## src/rtl/serial_add_controller.sv

```systemverilog
// Bit-serial WIDTH-bit adder: one 1-bit add cell plus carry flop, LSB first, WIDTH cycles per operation.
// Optional subtract mode via macro SERIAL_ADD_SUB_EN (adds sub_in port, computes A + ~B + 1).
module serial_add_controller #(
    parameter int WIDTH = 8,
    parameter int CNT_W = $clog2(WIDTH + 1)
) (
    input  logic             clk_in,
    input  logic             rst_n_in,
    input  logic             start_in,
    input  logic [WIDTH-1:0] a_in,
    input  logic [WIDTH-1:0] b_in,
`ifdef SERIAL_ADD_SUB_EN
    input  logic             sub_in,
`endif
    output logic             busy_out,
    output logic             done_out,
    output logic [WIDTH-1:0] sum_out,
    output logic             carry_out
);

    typedef enum logic [1:0] {
        IDLE,
        RUN,
        DONE
    } state_t;

    state_t           state_q, state_d;
    logic [CNT_W-1:0] cnt_q, cnt_d;
    logic [WIDTH-1:0] a_q, a_d;
    logic [WIDTH-1:0] b_q, b_d;
    logic [WIDTH-1:0] sum_q, sum_d;
    logic             c_q, c_d;
    logic             carry_q, carry_d;
    logic             busy_q, busy_d;
    logic             done_q, done_d;

    logic             hs1_sum, hs1_carry;
    logic             s_bit, c_next;
    logic [WIDTH-1:0] a_shift;
    logic             load_sub;

`ifdef SERIAL_ADD_SUB_EN
    assign load_sub = sub_in;
`else
    assign load_sub = 1'b0;
`endif

    // The A register doubles as the result register: each sum bit enters
    // at the MSB end as the consumed operand bit leaves the LSB end, so after
    // WIDTH shifts it holds the complete sum.
    generate
        if (WIDTH > 1) begin : g_shift_wide
            assign a_shift = {s_bit, a_q[WIDTH-1:1]};
        end else begin : g_shift_one
            assign a_shift = s_bit;
        end
    endgenerate

    always_comb begin
        hs1_sum   = a_q[0] ^ b_q[0];
        hs1_carry = a_q[0] & b_q[0];
        s_bit     = hs1_sum ^ c_q;
        c_next    = hs1_carry | (hs1_sum & c_q);

        state_d = state_q;
        cnt_d   = cnt_q;
        a_d     = a_q;
        b_d     = b_q;
        c_d     = c_q;
        sum_d   = sum_q;
        carry_d = carry_q;
        busy_d  = busy_q;
        done_d  = 1'b0;

        case (state_q)
            IDLE: begin
                if (start_in) begin
                    a_d     = a_in;
                    b_d     = load_sub ? ~b_in : b_in;
                    c_d     = load_sub;
                    cnt_d   = '0;
                    busy_d  = 1'b1;
                    state_d = RUN;
                end
            end
            RUN: begin
                a_d   = a_shift;
                b_d   = b_q >> 1;
                c_d   = c_next;
                cnt_d = cnt_q + 1'b1;
                // Outputs load on the final bit so they are valid throughout DONE.
                if (cnt_q == CNT_W'(WIDTH - 1)) begin
                    sum_d   = a_shift;
                    carry_d = c_next;
                    busy_d  = 1'b0;
                    done_d  = 1'b1;
                    state_d = DONE;
                end
            end
            DONE: begin
                state_d = IDLE;
            end
            default: begin
                busy_d  = 1'b0;
                state_d = IDLE;
            end
        endcase
    end

    always_ff @(posedge clk_in or negedge rst_n_in) begin
        if (!rst_n_in) begin
            state_q <= IDLE;
            cnt_q   <= '0;
            a_q     <= '0;
            b_q     <= '0;
            c_q     <= 1'b0;
            sum_q   <= '0;
            carry_q <= 1'b0;
            busy_q  <= 1'b0;
            done_q  <= 1'b0;
        end else begin
            state_q <= state_d;
            cnt_q   <= cnt_d;
            a_q     <= a_d;
            b_q     <= b_d;
            c_q     <= c_d;
            sum_q   <= sum_d;
            carry_q <= carry_d;
            busy_q  <= busy_d;
            done_q  <= done_d;
        end
    end

    assign busy_out  = busy_q;
    assign done_out  = done_q;
    assign sum_out   = sum_q;
    assign carry_out = carry_q;

endmodule
```

## config.mk

```make
export PLATFORM = sky130hd
export DESIGN_NAME = serial_add_controller
export DESIGN_NICKNAME = d
export VERILOG_FILES = /design/src/rtl/serial_add_controller.sv
export SDC_FILE = /design/constraint.sdc
export NUM_CORES = 1
export LEC_CHECK = 0
export BUFFER_PORTS_ARGS = -buffer_cell sky130_fd_sc_hd__buf_2
export CAP_MARGIN = 0
export CORE_MARGIN = 8
export CORE_UTILIZATION = 48
export CTS_CLUSTER_SIZE = 24
export DETAILED_ROUTE_END_ITERATION = 12
export PLACE_DENSITY = 0.78
export SLEW_MARGIN = 20
export SYNTH_ARGS = -nofsm -noshare
export SYNTH_HDL_FRONTEND = slang
export SYNTH_SLANG_ARGS = --single-unit
```

## constraint.sdc

```tcl
create_clock -name clk_in -period 1.35 [get_ports clk_in]
set_input_delay 0.0675 -clock clk_in [delete_from_list [all_inputs] [get_ports clk_in]]
set_output_delay 0.0675 -clock clk_in [all_outputs]
set_load 0.03 [all_outputs]
```

Word-level counts from Yosys, hierarchy flattened:

Cells that the tools add are included.

* bits in registers: 34
* output and inout bits: 11
* word-level logic and storage cells: 43

* $add $sub $neg: 1
* reduce and logical (&&, ||, !) cells: 6
* eq/ne operators: 5
* bitwise operators: 6
* mux-type cells: 16

Operators by type and width (count)
* $pmux 8 s2: 2
* $mux 8: 2
* $pmux 4 s2: 1
* $reduce_and 2->1: 3
* $mux 1: 5
* $add 4x1->4 const B: 1
* $eq 4x3->1 const B: 1
* $mux 2: 2
* $mux 4: 1
* $ne 2x2->1 const B: 2
* $pmux 2 s2: 1
* $pmux 1 s3: 1
* $reduce_and 3->1: 1
* $and 1x1->1: 2
* $eq 2x1->1 const B: 1
* $eq 2x2->1 const B: 1
* $logic_not 2->1: 1
* $pmux 1 s2: 1
* $reduce_bool 2->1: 1
* $xor 1x1->1: 2
* $not 1->1: 1
* $or 1x1->1: 1

Longest topological paths before layout:

Gate-level depths: netlist of run 1.

* depth in word-level cells: 4
* depth in mapped cells: 5
* gate-level depth less buffers: 4

Worst setup path after synthesis of run 1:

OpenSTA, ideal clock, no wires.

* kind: reg2reg
* from: reg cnt_q[0]
* to: reg carry_q (netlist: carry_out)
* setup slack: -0.095 ns
* cell stages (with the launch flop): 5
* data arrival time: 1.320 ns
* library setup time: 0.125 ns
* path buffers: 0
* data required time: 1.225 ns
* path through: dfrtp_1 -> ha_1 -> nand2_1 -> nor3_4 -> mux2_2

* longest elaborated chain between the ends: 2

Ends and longest elaborated chain
* from (decl): RTL line 28 `logic [CNT_W-1:0] cnt_q, cnt_d;`
* from (signal assigned): RTL line 123 `cnt_q <= cnt_d;`
* $eq 4x3->1: RTL line 92 `if (cnt_q == CNT_W'(WIDTH - 1)) begin`
* $reduce_and 2->1 (no line)
* to (signal assigned): RTL line 128 `carry_q <= carry_d;`
* to (decl): RTL line 33 `logic carry_q, carry_d;`

No other way between the ends.
A chain may end at the register's enable or synchronous reset.

Final worst setup path of run 1:

* from: reg state_q[1]
* to: reg sum_q[3] (netlist: sum_out[3])

* longest elaborated chain between the ends: 2

Ends and longest elaborated chain
* from (decl): RTL line 27 `state_t state_q, state_d;`
* from (signal assigned): RTL line 122 `state_q <= state_d;`
* $eq 2x1->1: RTL line 75 `case (state_q)`
* $reduce_and 2->1 (no line)
* to (signal assigned): RTL line 127 `sum_q <= sum_d;`
* to (decl): RTL line 31 `logic [WIDTH-1:0] sum_q, sum_d;`

No other way between the ends.

==> flow_metrics.tcl, run 1 <==
set metrics [dict create \
    critPathArrivalTime_ns 1.65 \
    final_cell_mix "dfrtp_1 (34), buf_2 (29), o21ai_0 (19)" \
    antenna_found_initial 0 \
    slew_viol_final 0 \
    initial_utilization_pct 50.0 \
    drt_iter0_drc 97 \
    placementRows 20 \
    ir_drop_v 0.00111 \
    cts_buffers 5 \
    synth_seq_cells 34 \
    dieArea_mm2 0.00520 \
    place_ws_ns -0.113 \
    synth_area_leader_cell "dfrtp_1" \
    post_drt_wl_per_cell_um 16.4 \
    fp.dieH_um 72.1 \
    cpPeakStageDelay_ns 0.43 \
    n_antenna_cell 0 \
    met3WireLength_um 246 \
    p_leak_nw 0.945 \
    clk_pin_slew_ns 0.10 \
    final_common_cell "dfrtp_1" \
    ys_warn_count 0 \
    yosysTopAreaCellShare_pct 56.2 \
    dr.pass1.iters 4 \
    relSlewSlack_pct 72.9 \
    routedLengthMet1_um 1560 \
    hpwl_um 2690 \
    gp_congestion 0.871 \
    min_period_ns 1.41 \
    worstPathRequired_ns 1.58 \
    fin_nets 206 \
    ys_seq_area_share_pct 56.2 \
    ys_types 23 \
    status "complete, but fails checks" \
    setup_ws_ns -0.0617 \
    synth_nets 156 \
    htree_levels 2 \
    cp-end-kind "flop" \
    portBuffers 29 \
    powerDensity_mw_per_mm2 2400 \
    netlist_instances 135 \
    regArea_um2 851 \
    path_cells "nand2b_4, nor3_4, buf_12, mux2_2" \
    hold_path_depth 3 \
    grt_first_pass_wirelength_um 6470 \
    pin_count 30 \
    clock_sinks 34 \
    vias_per_cell 5.45 \
    dr.max_layer_used "met4" \
    crit_type "reg -> reg" \
    vias 1247 \
    worst_pin_slew_ns 0.407 \
    clkLatencyLatePin_ns 0.34 \
    grt_overflow 0 \
    r2r_cells 4 \
    multi_input_area_um2 666 \
    syn_area_per_cell_um2 11.2 \
    crit_path_top_delay_cell "dfrtp_1" \
    root_buffer "clkbuf_4" \
    fillCellCount 234 \
    first_global_vias 1358 \
    coreArea_mm2 0.00303 \
    area_growth_pct 33.1 \
    final-hold-violation-count 0 \
    setup_viol_count_final 9 \
    hold_path_class "in -> reg" \
    syn-cell-area_mm2 0.00151 \
    synth_area_leaders "dfrtp_1 (56%), a22oi_1 (7.4%), mux2_2 (6.7%)" \
    skew_ns 0.00758 \
    wl_met2_um 1880 \
    fin_setup_tns_ns -0.509 \
    maxCapViolations 0 \
    cts_max_path_buffers 2 \
    startpoint_type "flop" \
    grt_start_max_net_pins 20 \
    critPathMaxFanout 10 \
    drc 0 \
    cts_tree "built" \
    die_w_um 72.1 \
    wl_um 3750 \
    violations "negative setup slack" \
    drive_above_1_share_pct 38.9 \
    ant_nets 0 \
    grt_use_total_pct 15.8 \
    period_share_pct 105 \
    fmax_ghz 0.708 \
    rsz0062_at_grt "yes" \
]
where the power goes:
| group | internal [W] | leakage [nW] | switching (W) |
|---|---|---|---|
| sequential | 0.00147 | 0.433 | 0.000355 |
| clock | 0.000431 | 0.0443 | 0.000342 |
| combinational | 0.00105 | 0.467 | 0.00119 |
layout make-up:
cell class,instances,area share [%]
sequential,34,42.3
multi-input combinational,92,33.1
timing repair buffer,51,17.7
tap,44,2.73
clock buffer,6,2.55
clock inverter,1,1.49
inverter,1,0.186
metrics by stage:
stage	cell area [um^2]	utilization (%)	std cells	hold WS [ns]	power [W]
2_1_floorplan	1520	-	135	-0.228	0.00310
3_3_place_gp	1820	60.2	215	0.00279	0.00371
3_5_place_dp	1820	60.2	215	0.0103	0.00386
4_1_cts	1960	64.9	226	0.0163	0.00473
5_1_grt	2010	66.5	229	0.0141	0.00515
6_report	2010	66.5	229	0.0192	0.00483
path summary, 6_finish.rpt:
path                                          endpoint  slack [ns]                    from
worst max-delay path            sum_out[3]$_DFFE_PN0P_       -0.06  state_q[1]$_DFFE_PN0P_
worst min-delay path                b_q[4]$_DFFE_PN0P_        0.02                 b_in[4]
worst max register to register  sum_out[3]$_DFFE_PN0P_       -0.06  state_q[1]$_DFFE_PN0P_
worst min register to register      b_q[7]$_DFFE_PN0P_        0.51      b_q[7]$_DFFE_PN0P_
max in group asynchronous           a_q[4]$_DFFE_PN0P_        0.74                rst_n_in
min in group asynchronous           b_q[0]$_DFFE_PN0P_        0.17                rst_n_in
flip-flops by register name (all words and copies together) (netlist names):
signal,count
sum_out,8
done_out,1
busy_out,1
a_q,8
b_q,8
state_q,2
cnt_q,4
c_q,1
carry_out,1
synthesized netlist by cell type:
cell,instances
ha_1,1
fa_1,1
nor3_1,1
o21ai_0,19
clkbuf_1,5
nand2b_4,1
a22oi_1,15
nand3_1,2
o21bai_1,1
mux2i_1,1
a22o_1,2
nor3_4,1
a32o_1,1
nor2_1,2
nand2b_1,1
nand2_1,9
o311ai_0,1
mux2_2,9
dfrtp_1,34
buf_2,3
a21oi_1,11
nor2b_1,13
inv_1,1
worst max-delay path: cells and delay by family, from the launching register on:
family                 cells  cell delay, ns
flip-flops                 1            0.43
AND/OR/NAND/NOR            2            0.39
multiplexers               1            0.33
buffers and inverters      1            0.16
what timing repair did:
item	CTS	global route
hold endpoints to repair	35	0
hold buffers	2	0
gates cloned	0	1
setup buffers	2	2
endpoints found under the setup margin	22	21
gates resized for setup	2	8
pin swaps	0	1
layer usage:
metal / vias to the layer above / track usage, %
li1: 591 / -
met1: 615 / 17.9
met2: 34 / 26.1
met3: 7 / 5.23
met4: 0 / 7.26
met5: - / 0
logic make-up (layout without fill, tap and decap cells):
kind of cell / count (synthesis) / count (layout) / share of synthesized area [%]
compound gates: 50 / 50 / 20.3
fa+ha+maj: 2 / 2 / 2.15
buf+inv: 9 / 59 / 2.48
flops: 34 / 34 / 56.2
mux: 10 / 10 / 7.36
simple gates: 30 / 30 / 11.5
Note: power is estimated with default switching activity, not from simulation.
==> inputs of run 2 (changes only) <==
Settings changed: CORE_ASPECT_RATIO set to 1.4.
==> run 2 against run 1 <==
The flow still finishes with violations (negative setup slack). Clock skew down 0.0020 ns. Wire length down 4.1%. Maximum frequency down 0.85%. Non-clock buffer count down 4. Power fell by 2.9%. First-iteration DRC count shrank 45%. Critical path depth did not move. Sequential share of layout area is 1.4 points higher. Sequential power barely moved. Count of clock-buffer cells in the layout up 1. Via count fell by 1.8%. Largest cell class unchanged. Largest power group unchanged. Highest routed layer unchanged.
==> flow_metrics.tcl, run 2 (synthesized netlist as in run 1, its figures left out) <==
set metrics [dict create \
    critPathArrivalTime_ns 1.60 \
    regArea_um2 853 \
    met1_usage_pct 14.7 \
    cpPeakStageDelay_ns 0.45 \
    path_cells "nand2b_4, nor3_4, buf_12, mux2_2" \
    final_common_cell "dfrtp_1" \
    ant_nets 0 \
    drive_above_1_share_pct 38.5 \
    dieArea_mm2 0.00523 \
    drc 0 \
    final-hold-violation-count 0 \
    crit_path_top_delay_cell "dfrtp_2" \
    slew_viol_final 0 \
    grt_first_pass_wirelength_um 5950 \
    n_antenna_cell 0 \
    powerDensity_mw_per_mm2 2400 \
    relSlewSlack_pct 66.8 \
    p_leak_nw 0.915 \
    coreArea_mm2 0.00306 \
    die_w_um 63.4 \
    cp-end-kind "flop" \
    root_buffer "clkbuf_8" \
    period_share_pct 105 \
    maxCapViolations 0 \
    wl_um 3590 \
    clk_pin_slew_ns 0.07 \
    vias_per_cell 5.54 \
    setup_viol_count_final 9 \
    multi_input_area_um2 647 \
    rsz0062_at_grt "yes" \
    post_drt_wl_per_cell_um 16.3 \
    cts_max_path_buffers 2 \
    vias 1224 \
    fin_hold_ws_ns 0.0408 \
    ir_drop_v 0.00119 \
    grt_start_max_net_pins 20 \
    clock_sinks 34 \
    clkLatencyLatePin_ns 0.29 \
    top_usage_layer "met2" \
    fmax_ghz 0.702 \
    min_period_ns 1.42 \
    grt_use_total_pct 14.5 \
    antenna_found_initial 0 \
    fin_nets 202 \
    dr.pass1.iters 4 \
    cts_buffers 5 \
    final_cell_mix "dfrtp_1 (32), buf_2 (29), o21ai_0 (17)" \
    pin_count 30 \
    hold_path_class "in -> reg" \
    violations "negative setup slack" \
    skew_ns 0.00562 \
    worstPathRequired_ns 1.52 \
    setup_ws_ns -0.0738 \
    final_core_util_pct 63.8 \
    fp.dieH_um 82.4 \
    area_growth_pct 29.3 \
    initial_utilization_pct 49.4 \
    status "complete, but fails checks" \
    placementRows 24 \
    drt_iter0_drc 53 \
    fillCellCount 263 \
    hpwl_um 2580 \
    cts_tree "built" \
    first_global_vias 1348 \
    grtUsageMet3_pct 4.32 \
    startpoint_type "flop" \
    portBuffers 29 \
    critPathMaxFanout 10 \
    worst_pin_slew_ns 0.497 \
    met2_usage_pct 26.1 \
    grt_overflow 0 \
    gp_congestion 0.837 \
    crit_type "reg -> reg" \
    htree_levels 2 \
]
-- run 2: area by class of cell --
cell class | count | share of cell area, %
multi-input cells | 92 | 33.1
well taps | 39 | 2.50
clock buffers | 7 | 4.41
clock inverters | 1 | 0.256
flip-flops and latches | 34 | 43.6
inverters | 1 | 0.192
repair buffers | 47 | 15.9
-- run 2: critical path: cells and delay by family (launching register included) --
kind / cells / cell delay (ns)
and+or+nand+nor: 2 / 0.37
muxes: 1 / 0.33
DFF: 1 / 0.45
buffers and inverters: 1 / 0.16
-- run 2: timing repair --
item | 4_1_cts | 5_1_grt
gates resized for setup | 4 | 6
endpoints found under the hold margin | 15 | 0
hold buffers | 1 | 0
setup endpoints to repair | 31 | 30
buffers inserted | 0 | 1
-- run 2: final timing paths --
check	end	startpoint	slack, ns	depth (start not counted)
hold / removal	b_q[7]$_DFFE_PN0P_	b_in[7]	0.04	2
max in group asynchronous	c_q$_DFFE_PN0P_	rst_n_in	0.69	3
setup / recovery	sum_out[6]$_DFFE_PN0P_	state_q[1]$_DFFE_PN0P_	-0.07	4
hold reg to reg	b_q[5]$_DFFE_PN0P_	b_q[5]$_DFFE_PN0P_	0.49	2
setup reg to reg	sum_out[6]$_DFFE_PN0P_	state_q[1]$_DFFE_PN0P_	-0.07	4
min in group asynchronous	b_q[0]$_DFFE_PN0P_	rst_n_in	0.23	2
-- run 2: report_power, final --
part,switching [W],internal (W)
Combinational,0.00112,0.000964
Sequential,0.000357,0.00148
Clock,0.000358,0.000411
Total,0.00184,0.00285
-- run 2: routing by layer --
| metal | up-vias | part of all wire [%] |
|---|---|---|
| li1 | 574 | - |
| met1 | 595 | 38 |
| met2 | 48 | 53 |
| met3 | 7 | 6.3 |
| met4 | 0 | 2.2 |
| met5 | - | 0 |
-- run 2: metrics by stage --
step | instances | setup slack, ns | TNS [ns] | total power, W | cell area, um^2
floorplan | 135 | -0.0707 | -0.636 | 0.00310 | 1520
global placement | 211 | -0.0601 | -0.833 | 0.00373 | 1820
detailed placement | 211 | -0.148 | -2.13 | 0.00384 | 1820
CTS | 220 | -0.0707 | -0.554 | 0.00466 | 1940
global route | 221 | -0.108 | -0.914 | 0.00501 | 1960
finish | 221 | -0.0738 | -0.538 | 0.00469 | 1960
